`config.mk`:
```
export PLATFORM = sky130hd
export DESIGN_NAME = alu_8bit_scheduler
export DESIGN_NICKNAME = d
export VERILOG_FILES = /design/src/rtl/alu_sched_pkg.sv /design/src/rtl/rr_arbiter.sv /design/src/rtl/alu_8bit_scheduler.sv
export SDC_FILE = /design/constraint.sdc
export NUM_CORES = 1
export LEC_CHECK = 0
export CORE_ASPECT_RATIO = 0.7
export CORE_MARGIN = 1.5
export CORE_UTILIZATION = 40
export CTS_CLUSTER_DIAMETER = 150
export CTS_CLUSTER_SIZE = 40
export DETAILED_ROUTE_END_ITERATION = 10
export PLACE_DENSITY = 0.75
export SETUP_SLACK_MARGIN = 0.2
export SLEW_MARGIN = 25
export SYNTH_ARGS = -nofsm -noshare
export SYNTH_HDL_FRONTEND = slang
export SYNTH_SLANG_ARGS = --single-unit
```
`constraint.sdc`:
```
create_clock -name clk -period 3.4 [get_ports clk]
set_clock_uncertainty 0.15 [all_clocks]
set_input_delay 0.34 -clock clk [delete_from_list [all_inputs] [get_ports clk]]
set_output_delay 0.34 -clock clk [all_outputs]
set_load 0.005 [all_outputs]
```
`src/rtl/alu_sched_pkg.sv`:
```
// Shared definitions for the round-robin ALU scheduler: FSM states, opcodes, datapath width.
package alu_sched_pkg;

    localparam int unsigned ALU_W = 8;

    localparam logic [1:0] OP_ADD = 2'b00;
    localparam logic [1:0] OP_SUB = 2'b01;
    localparam logic [1:0] OP_AND = 2'b10;
    localparam logic [1:0] OP_OR  = 2'b11;

    typedef enum logic [1:0] {
        IDLE = 2'd0,
        WAIT = 2'd1,
        RESP = 2'd2
    } state_t;

endpackage

```
`src/rtl/rr_arbiter.sv`:
```
// Combinational round-robin arbiter: first set request at or above ptr, wrapping at N.
module rr_arbiter #(
    parameter int unsigned N  = 4,
    parameter int unsigned IW = $clog2(N)
) (
    input  logic [N-1:0]  req,
    input  logic [IW-1:0] ptr,
    output logic [N-1:0]  gnt,
    output logic [IW-1:0] gnt_idx,
    output logic          any
);

    always_comb begin
        logic [IW-1:0] sel;
        gnt     = '0;
        gnt_idx = '0;
        any     = 1'b0;
        sel     = '0;
        for (int unsigned i = 0; i < N; i++) begin
            sel = IW'((32'(ptr) + i) % N);
            if (!any && req[sel]) begin
                any      = 1'b1;
                gnt[sel] = 1'b1;
                gnt_idx  = sel;
            end
        end
    end

endmodule

```
`src/rtl/alu_8bit_scheduler.sv`:
```
// Shares one 8-bit ALU among NREQ requesters: round-robin launch, fixed-latency capture,
// tagged response with valid/ready backpressure.
module alu_8bit_scheduler
    import alu_sched_pkg::*;
#(
    parameter int unsigned NREQ    = 4,
    parameter int unsigned ALU_LAT = 1
) (
    input  logic                    clk,
    input  logic                    rst_n,
    input  logic [NREQ-1:0]         req_valid,
    output logic [NREQ-1:0]         req_ready,
    input  logic [ALU_W*NREQ-1:0]   req_a,
    input  logic [ALU_W*NREQ-1:0]   req_b,
    input  logic [2*NREQ-1:0]       req_op,
    output logic                    rsp_valid,
    input  logic                    rsp_ready,
    output logic [$clog2(NREQ)-1:0] rsp_id,
    output logic [ALU_W-1:0]        rsp_result,
    output logic                    rsp_carry,
    output logic                    rsp_zero,
    output logic                    rsp_overflow,
    output logic [ALU_W-1:0]        alu_a,
    output logic [ALU_W-1:0]        alu_b,
    output logic [1:0]              alu_op,
    input  logic [ALU_W-1:0]        alu_result,
    input  logic                    alu_carry,
    input  logic                    alu_zero,
    input  logic                    alu_overflow,
    output logic                    busy,
    output logic [15:0]             op_count
);

    localparam int unsigned IW = $clog2(NREQ);

    state_t           state_q, state_d;
    logic [IW-1:0]    ptr_q, ptr_d;
    logic [1:0]       wcnt_q, wcnt_d;
    logic [ALU_W-1:0] alu_a_q, alu_a_d, alu_b_q, alu_b_d;
    logic [1:0]       alu_op_q, alu_op_d;
    logic             rsp_valid_q, rsp_valid_d;
    logic [IW-1:0]    rsp_id_q, rsp_id_d;
    logic [ALU_W-1:0] rsp_result_q, rsp_result_d;
    logic             rsp_carry_q, rsp_carry_d;
    logic             rsp_zero_q, rsp_zero_d;
    logic             rsp_overflow_q, rsp_overflow_d;
    logic [15:0]      op_count_q, op_count_d;

    logic [NREQ-1:0]  gnt;
    logic [IW-1:0]    gnt_idx;
    logic             gnt_any;

    rr_arbiter #(
        .N  (NREQ),
        .IW (IW)
    ) u_arb (
        .req     (req_valid),
        .ptr     (ptr_q),
        .gnt     (gnt),
        .gnt_idx (gnt_idx),
        .any     (gnt_any)
    );

    // Gated by rst_n so no grant is offered while the registers are held in reset.
    assign req_ready = (rst_n && state_q == IDLE) ? gnt : '0;

    always_comb begin
        state_d        = state_q;
        ptr_d          = ptr_q;
        wcnt_d         = wcnt_q;
        alu_a_d        = alu_a_q;
        alu_b_d        = alu_b_q;
        alu_op_d       = alu_op_q;
        rsp_valid_d    = rsp_valid_q;
        rsp_id_d       = rsp_id_q;
        rsp_result_d   = rsp_result_q;
        rsp_carry_d    = rsp_carry_q;
        rsp_zero_d     = rsp_zero_q;
        rsp_overflow_d = rsp_overflow_q;
        op_count_d     = op_count_q;
        case (state_q)
            IDLE: begin
                if (gnt_any) begin
                    alu_a_d  = req_a[{gnt_idx, 3'b000} +: ALU_W];
                    alu_b_d  = req_b[{gnt_idx, 3'b000} +: ALU_W];
                    alu_op_d = req_op[{gnt_idx, 1'b0} +: 2];
                    rsp_id_d = gnt_idx;
                    ptr_d    = (gnt_idx == IW'(NREQ - 1)) ? '0 : gnt_idx + IW'(1);
                    wcnt_d   = 2'(ALU_LAT - 1);
                    state_d  = WAIT;
                end
            end
            WAIT: begin
                if (wcnt_q != 2'd0) begin
                    wcnt_d = wcnt_q - 2'd1;
                end else begin
                    rsp_result_d   = alu_result;
                    rsp_carry_d    = alu_carry;
                    rsp_zero_d     = alu_zero;
                    rsp_overflow_d = alu_overflow;
                    rsp_valid_d    = 1'b1;
                    state_d        = RESP;
                end
            end
            RESP: begin
                if (rsp_ready) begin
                    rsp_valid_d = 1'b0;
                    op_count_d  = op_count_q + 16'd1;
                    state_d     = IDLE;
                end
            end
            default: state_d = IDLE;
        endcase
    end

    always_ff @(posedge clk or negedge rst_n) begin
        if (!rst_n) begin
            state_q        <= IDLE;
            ptr_q          <= '0;
            wcnt_q         <= '0;
            alu_a_q        <= '0;
            alu_b_q        <= '0;
            alu_op_q       <= '0;
            rsp_valid_q    <= 1'b0;
            rsp_id_q       <= '0;
            rsp_result_q   <= '0;
            rsp_carry_q    <= 1'b0;
            rsp_zero_q     <= 1'b0;
            rsp_overflow_q <= 1'b0;
            op_count_q     <= '0;
        end else begin
            state_q        <= state_d;
            ptr_q          <= ptr_d;
            wcnt_q         <= wcnt_d;
            alu_a_q        <= alu_a_d;
            alu_b_q        <= alu_b_d;
            alu_op_q       <= alu_op_d;
            rsp_valid_q    <= rsp_valid_d;
            rsp_id_q       <= rsp_id_d;
            rsp_result_q   <= rsp_result_d;
            rsp_carry_q    <= rsp_carry_d;
            rsp_zero_q     <= rsp_zero_d;
            rsp_overflow_q <= rsp_overflow_d;
            op_count_q     <= op_count_d;
        end
    end

    assign alu_a        = alu_a_q;
    assign alu_b        = alu_b_q;
    assign alu_op       = alu_op_q;
    assign rsp_valid    = rsp_valid_q;
    assign rsp_id       = rsp_id_q;
    assign rsp_result   = rsp_result_q;
    assign rsp_carry    = rsp_carry_q;
    assign rsp_zero     = rsp_zero_q;
    assign rsp_overflow = rsp_overflow_q;
    assign busy         = (state_q != IDLE);
    assign op_count     = op_count_q;

endmodule

```
==> metrics.csv, run 1 <==
metric,value,unit
status,completed,
hold_class,in -> async,
n_fill_cell,795,
grt_pass1_wl,18500,um
synth_edf_count,0,
dp.cells,635,
gr-total-overflow,0,
cts-root-buf,clkbuf_16,
post_drt_via_cell_ratio,5.53,
period_needed,3070,ps
ys_ff_latch,54,
yosys.area.top_type,dfrtp_1,
syn_nets,478,
synth.area.top_cells,"dfrtp_1 (37%), mux2i_1 (6.3%), nor2_1 (5.4%)",
nets,621,
grt_pass1_vias,3606,
num_vias,3578,
stdcell_count,647,
min_period_over_period,90.2,%
clk-insertion-delay-late,290,ps
drive_above_1_share,15.3,%
power_density,855,nW/um2
syn_area,3670,um2
r2r_end,alu_op[0]$_DFFE_PN0P_,
io_pins,143,
ys_async_sr_fraction,100,%
wl_per_cell,17.4,um
slew_violations,0,
syn_to_final_growth,49.2,%
worst-r2r-cell-count,10,
dr.pass1.iters,5,
synth_top_family_by_area,compound AO/OA/AOI/OAI gates,
numCtsBuffers,5,
arrival,2580,ps
die_y,83.1,um
avgSynthCellArea,9.68,um2
max_freq,326,MHz
r2r_setup_slack,540,ps
finalWeightedCongestion,0.810,
max_slew.worst_pin.slew,979,ps
grt_antenna_before_repair,0,
pre_cts_ws,203,ps
worstSetupPathType,reg -> out,
h-tree-depth,2,
ant_nets,0,
maxCapViolations,0,
core_area,9000,um2
synthFlopType,dfrtp_1,
ys_types,52,
clockBufferDepth,2,
ys_warn_count,0,
irDropWorstVdd,0.393,mV
ctsHoldBuffers,0,
portBuffers,142,
routed_wl,11200,um
hpwl,8370,um
grt_max_degree,55,
yosysTopAreaCellShare,36.8,%
synthCells,379,
finalHoldViolations,0,
synth_xor_area_share,3.58,%
drt_iter0_drc,188,
cp.required,2910,ps
synthAdderAreaFrac,3.07,%
endpoint_kind,output port,
die_area,9760,um2
seq_area_frac_synth,36.8,%
clock-sinks,54,
yosys.area_share.simple,16.3,%
setup_viol,0,
synthMuxAreaShare,11.8,%
grtUsageTotal,23.5,%
die_w,117,um
p_leak,2.21,nW
max_slew_margin,34.7,%
drc,0,
rows,29,
finalSetupTns,0,ps
setup_slack,332,ps
initial_core_util,40.8,%
crit_path_max_fanout,6,
clk_pin_slew_worst_paths,70,ps
rsz0062_at_grt,no,
r2r-start,ptr_q[0]$_DFFE_PN0P_,
utilization,60.8,%
antenna_cells,0,
start_kind,register,
synth_compound_area_share,20.4,%
total_power,0.00468,W
cts_tree,yes,
## stage by stage
| stage | hold WS (ps) | area (um2) |
|---|---|---|
| 5_1_grt | 144 | 5470 |
| 3_3_place_gp | 311 | 5230 |
| 4_1_cts | 115 | 5400 |
| 2_1_floorplan | -106 | 3670 |
| 6_report | 87.4 | 5470 |
| 3_5_place_dp | 319 | 5230 |
## how the worst max path moves through the flow
stage                         start              endpoint  slack [ps]
5_1_grt                req_valid[0]          req_ready[2]         190
6_report       ptr_q[0]$_DFFE_PN0P_          req_ready[2]         330
2_1_floorplan  ptr_q[0]$_DFFE_PN0P_          req_ready[0]         220
3_3_place_gp           req_valid[1]  alu_a[7]$_DFFE_PN0P_         330
4_1_cts        ptr_q[0]$_DFFE_PN0P_          req_ready[2]         230
3_5_place_dp           req_valid[1]  alu_b[1]$_DFFE_PN0P_         200
## cells in the final DEF (no fill, tap or decap), types with 4 or more instances in the layout
cell             count
a2111oi_0            9
mux2_2              14
o21ai_0              4
a221oi_1             6
a2111oi_2            6
nand3_1             22
ha_1                 8
mux2i_1             22
clkdlybuf4s50_1    140
clkbuf_16            5
nor3_1               4
xor2_1               4
a211oi_2            10
dfrtp_1             53
xnor2_1             11
buf_4               20
o41ai_1             18
nor2_1              52
inv_1               26
nand2_1             21
a211oi_1             9
## critical path, stage by stage (launching register included)
cell and delay, ps:
dfrtp_2 410, inv_2 60, ha_4 270, mux4_2 410
nor2b_4 230, a22oi_1 90, nor2_1 120, a221oi_1 60
nor2_1 120, clkdlybuf4s50_1 500
## synthesized netlist by cell type, drive strengths merged (2+ instances only)
master and instances:
ha 9, o41ai 18, nand3b 2, clkbuf 11, xor2 4, and3 3
nor2 53, nor3 4, xnor2 11, a221oi 6, nand4 3, mux4 2
inv 28, nor2b 3, nor4 3, buf 17, a22oi 4, o21ai 6
nand2 21, nand2b 3, dfrtp 54, o31ai 2, nand3 22, a21oi 3
mux2i 23, a211oi 19, mux2 14, a2111oi 18, a31oi 2
## repair_timing
item	CTS	global route
setup buffers	1	3
gates cloned	0	0
pin swaps	0	1
setup endpoints to repair	1	5
resized for setup	0	11
## layout make-up
class	count	area [um2]	share of cell area, %
Multi-Input combinational cell	268	2080	38.0
Sequential cell	54	1350	24.7
Inverter	28	105	1.92
Timing Repair Buffer	165	1610	29.5
Clock buffer	6	129	2.36
Tap cell	124	155	2.84
Clock inverter	2	37.5	0.686
## state kept, by name, indices dropped and copies added, names as in the netlist, 2 cells and up
name / count
alu_a: 8
alu_op: 2
wcnt_q: 2
state_q: 2
op_count: 16
alu_b: 8
ptr_q: 2
rsp_id: 2
rsp_result: 8
## kinds of logic after synthesis
kind of cell | count (synthesis)
and+or+nand+nor | 123
AOI/OAI and AO/OA | 82
buffers and inverters | 57
DFF | 54
muxes | 39
xor gates and xnor gates | 15
adders and majority gates | 9
## power by group
part,switching [W],internal [W]
Combinational,0.00154,0.00149
Clock,0.000234,0.000348
Sequential,0.000161,0.000905
## metal layers
layer,track usage (%),up-vias,wire length (um)
met2,39.4,138,5370
met4,6.85,0,207
met5,0,-,0
li1,-,1678,-
met1,31.3,1744,5080
met3,4.26,18,573
Note: power is estimated with default switching activity, not from simulation.
==> inputs of run 2 (changes only) <==
--- a/config.mk
+++ b/config.mk
@@ -6,9 +6,9 @@
 export NUM_CORES = 1
 export LEC_CHECK = 0
 export CORE_ASPECT_RATIO = 0.7
-export CORE_MARGIN = 1.5
+export CORE_MARGIN = 3
 export CORE_UTILIZATION = 40
-export CTS_CLUSTER_DIAMETER = 150
+export CTS_CLUSTER_DIAMETER = 40
 export CTS_CLUSTER_SIZE = 40
 export DETAILED_ROUTE_END_ITERATION = 10
 export PLACE_DENSITY = 0.75
==> metrics.csv, run 2 (synthesized netlist as in run 1, its figures left out) <==
metric,value,unit
power_density,848,nW/um2
cp.required,2910,ps
num_vias,3539,
p_switching,0.00195,W
gr-total-overflow,0,
max_slew.worst_pin.slew,1020,ps
grt_pass1_vias,3657,
r2r_setup_slack,410,ps
grt_busiest_layer,met2,
endpoint_kind,output port,
hold_class,in -> async,
finalSetupTns,0,ps
use_met1,29.5,%
grtUsageTotal,22.5,%
pre_cts_ws,306,ps
numCtsBuffers,5,
r2r_end,alu_b[6]$_DFFE_PN0P_,
drt_iter0_drc,228,
max_slew_margin,31.9,%
finalHoldViolations,0,
n_fill_cell,744,
worstSetupPathType,reg -> out,
slew_violations,0,
syn_to_final_growth,48.6,%
largest_reg_flops,16,
final_common_cell,clkdlybuf4s50_1,
status,completed,
rows,28,
routed_wl,11500,um
setup_viol,0,
nets,622,
final_cell_mix,"clkdlybuf4s50_1 (140), dfrtp_1 (53), nor2_1 (52)",
setup_slack,317,ps
worst_hold_slack,71.8,ps
clock-sinks,54,
dr.pass1.iters,4,
core_area,8690,um2
crit_path_max_fanout,11,
die_y,86.1,um
antenna_cells,0,
grt_pass1_wl,18700,um
min_period_over_period,90.7,%
arrival,2590,ps
met2_usage,37.2,%
grt_antenna_before_repair,0,
grt_max_degree,55,
maxCapViolations,0,
max_freq,324,MHz
clk_pin_slew_worst_paths,70,ps
finalWeightedCongestion,0.841,
cts-root-buf,clkbuf_16,
rsz0062_at_grt,no,
r2r-start,ptr_q[0]$_DFFE_PN0P_,
switching_share,42.2,%
h-tree-depth,2,
worst-r2r-cell-count,10,
met3_usage,5.14,%
portBuffers,142,
power_frac_comb,65.7,%
cts_tree,yes,
post_drt_via_cell_ratio,5.50,
irDropWorstVdd,0.410,mV
ant_nets,0,
period_needed,3080,ps
die_area,10400,um2
start_kind,register,
wl_per_cell,17.8,um
die_w,120,um
clk-insertion-delay-late,300,ps
p_leak,2.22,nW
clockPowerShare,11.3,%
intPower,0.00267,W
sequentialPowerShare,23.1,%
hpwl,8390,um
clockBufferDepth,2,
initial_core_util,42.2,%
drive_above_1_share,15.5,%
io_pins,143,
drc,0,
[run 2: repair_timing]
action | CTS | global route
pin swaps | 0 | 2
hold buffers | 0 | 0
buffers inserted | 0 | 4
resized for setup | 3 | 7
setup endpoints to repair | 4 | 8
gates cloned | 0 | 0
[run 2: metrics by stage]
stage	area, um2	std cells	util (%)	power [W]
after floorplan	3670	379	-	0.00292
after global placement	5230	632	60.2	0.00390
after detailed placement	5230	632	60.2	0.00400
after CTS	5390	640	62.0	0.00454
after global routing	5450	644	62.7	0.00497
final	5450	644	62.7	0.00462
[run 2: routing by layer]
metal	wire, um	vias up
met5	0	-
met4	238	0
met3	772	21
met2	5380	143
met1	5060	1696
li1	-	1679
[run 2: power by group through the flow]
| stage | Clock (W) | Combinational, W | Sequential, W |
|---|---|---|---|
| final | 0.000521 | 0.00303 | 0.00107 |
| after global routing | 0.000569 | 0.00329 | 0.00110 |
| after CTS | 0.000536 | 0.00294 | 0.00107 |
| after detailed placement | 0 | 0.00292 | 0.00107 |
| after global placement | 0 | 0.00284 | 0.00106 |
| after floorplan | 0 | 0.00185 | 0.00108 |
[run 2: worst max-delay path, cell delays in order, from the launching register on]
cell and delay, ps:
dfrtp_1 360, buf_4 210, mux4_2 540, nor2b_4 170, a22oi_1 170, nor2_1 70
a221oi_1 260, nor2_1 70, clkdlybuf4s50_1 440
[run 2: how the worst max path moves through the flow]
stage,endpoint,startpoint,depth (start not counted)
5_1_grt,req_ready[0],req_valid[3],8
3_5_place_dp,alu_b[0]$_DFFE_PN0P_,req_valid[2],9
3_3_place_gp,alu_b[5]$_DFFE_PN0P_,req_valid[3],8
4_1_cts,req_ready[0],ptr_q[0]$_DFFE_PN0P_,9
6_report,req_ready[2],ptr_q[1]$_DFFE_PN0P_,8
2_1_floorplan,req_ready[0],ptr_q[0]$_DFFE_PN0P_,14
[run 2: area by class of cell]
class	count	area [um2]	area share, %
multi-input combinational	268	2080	38.2
inverter	28	105	1.93
clock buffer	6	129	2.37
tap	120	150	2.76
timing repair buffer	166	1620	29.6
sequential	54	1350	24.8
clock inverter	2	16.3	0.299
==> inputs of run 3 (changes only) <==
--- a/config.mk
+++ b/config.mk
@@ -8,12 +8,11 @@
 export CORE_ASPECT_RATIO = 0.7
 export CORE_MARGIN = 3
 export CORE_UTILIZATION = 40
-export CTS_CLUSTER_DIAMETER = 40
+export CTS_CLUSTER_DIAMETER = 80
 export CTS_CLUSTER_SIZE = 40
 export DETAILED_ROUTE_END_ITERATION = 10
 export PLACE_DENSITY = 0.75
 export SETUP_SLACK_MARGIN = 0.2
-export SLEW_MARGIN = 25
 export SYNTH_ARGS = -nofsm -noshare
 export SYNTH_HDL_FRONTEND = slang
 export SYNTH_SLANG_ARGS = --single-unit
==> results of run 3 <==
No change in the layout: final DEF, timing and power equal those of run 2.
==> edit: new RTL, config.mk and constraints of run 1 <==
The package constant `ALU_W` goes from 8 to 6.
--- a/src/rtl/alu_sched_pkg.sv
+++ b/src/rtl/alu_sched_pkg.sv
@@ -1,7 +1,7 @@
 // Shared definitions for the round-robin ALU scheduler: FSM states, opcodes, datapath width.
 package alu_sched_pkg;
 
-    localparam int unsigned ALU_W = 8;
+    localparam int unsigned ALU_W = 6;
 
     localparam logic [1:0] OP_ADD = 2'b00;
     localparam logic [1:0] OP_SUB = 2'b01;
Ports: changed (6 resized); port bits go from 143 to 119. The function was not compared with the original's and may differ.
==> edit against run 1 <==
The run now ends with negative hold slack left; sequential cell count decreased by 6; wire length is 28% lower; non-clock buffer count is 39 lower; utilization down 0.81 points; register-to-register slack got worse by 0.21 ns; power down 20%; global-route usage down 3.1 points; die area down 16%; fmax is essentially flat; area after synthesis down 17%; clock power decreased by 31%; setup slack better by 0.0016 ns; design area down 19%.
==> edit: results (changes against run 1) <==
number of global-route vias before repair 2,641 (-27%); GRT Total Usage 20.4% (-3.1 points); fraction of cell area in non-clock buffers 27.6% (-1.9 points); M2 GR Usage 31.3% (-8.1 points); Tmin final 3.07 ns (-0.00162 ns); Seq/Total Area, Yosys 39.3% (+2.4 points); Routability Congestion 0.849 (+4.7%); dpl ws 0.195 ns (-0.00746 ns); metal2 WL 3690 um (-31%); Starting DRT DRC Count 138 (-27%); Worst-path clk slew 0.09 ns (+0.02 ns); post-synthesis cell type count 58 (+12%); Final Cell Area 4410 sq um (-19%); area occupied by multi-input gates 1690 sq um (-19%); layout cells sized above 1 20.4% (+5.1 points); # fillers 677 (-15%); adder-cell share of the synthesized area 3.68% (+0.61 points); Routed met1 length 3620 um (-29%); Avg Cell Area, Syn 10.5 sq um (+8.9%); Post-Syn Nets 371 (-22%); Post-CTS Repair Setup Buffers 3 (+2); final WL 8030 um (-28%); Inverters, non-clock 18 (-36%); Hold Vio Cnt, Final 19 (+19); status finished with violations; Pleak 1.96 nW (-11%); port buffer count 106 (-25%); hold_ws -0.0124 ns (-0.0998 ns); Setup CP Type flop to flop; Via Count 2,685 (-25%); Non-Filler Instances 504 (-22%); count of non-CTS buffers in the layout 126 (-24%); metal3 WL 565 um (-1.4%); # resized after CTS 9 (+9); first-pass GRT wire length 13,300 um (-28%); post-synthesis compound-gate area fraction 17.4% (-3.1 points); largest cells by area after synthesis dfrtp_1 39%, mux2_2 5.5%, ha_1 3.7%; mux share of post-synthesis cell area 12.1% (+0.31 points); dpl cells 490 (-23%); largest net degree at the start of global routing 49 (-11%); Post-Place Cell Area 4200 sq um (-20%); worst vdd ir 0.405 mV (+3.1%); grt met3 use 3.85% (-0.41 points); DP Wirelength 6180 um (-26%); clk root buf clkbuf_8; crit path DAT 3.12 ns (+0.54 ns); failing checks negative hold slack; clock-cell share of area 2.44% (-0.60 points); Reg2Reg Capture Point alu_b[0]
-- edit: changes by cell type after synthesis, moves of 10 or more --
cell and change:
nor2_1 -26, o41ai_1 -18, nand3_1 -14, mux2i_1 -13, a211oi_2 -10, inv_1 -10
-- edit: critical path: stages (launching register included) --
cell and delay, ns:
dfrtp_1 0.42, clkinvlp_4 0.14, ha_4 0.28, or3_4 0.40, or4_4 0.43, o311ai_4 0.11
buf_4 0.18, buf_4 0.10, o21ai_2 0.09, or3_4 0.47, o221ai_1 0.21
-- edit: where the power goes --
| part | total, mW | internal, mW | switching, mW |
|---|---|---|---|
| combinational | 2.42 | 1.25 | 1.17 |
| clock | 0.402 | 0.218 | 0.184 |
| sequential | 0.932 | 0.789 | 0.143 |
| total | 3.75 | 2.25 | 1.50 |
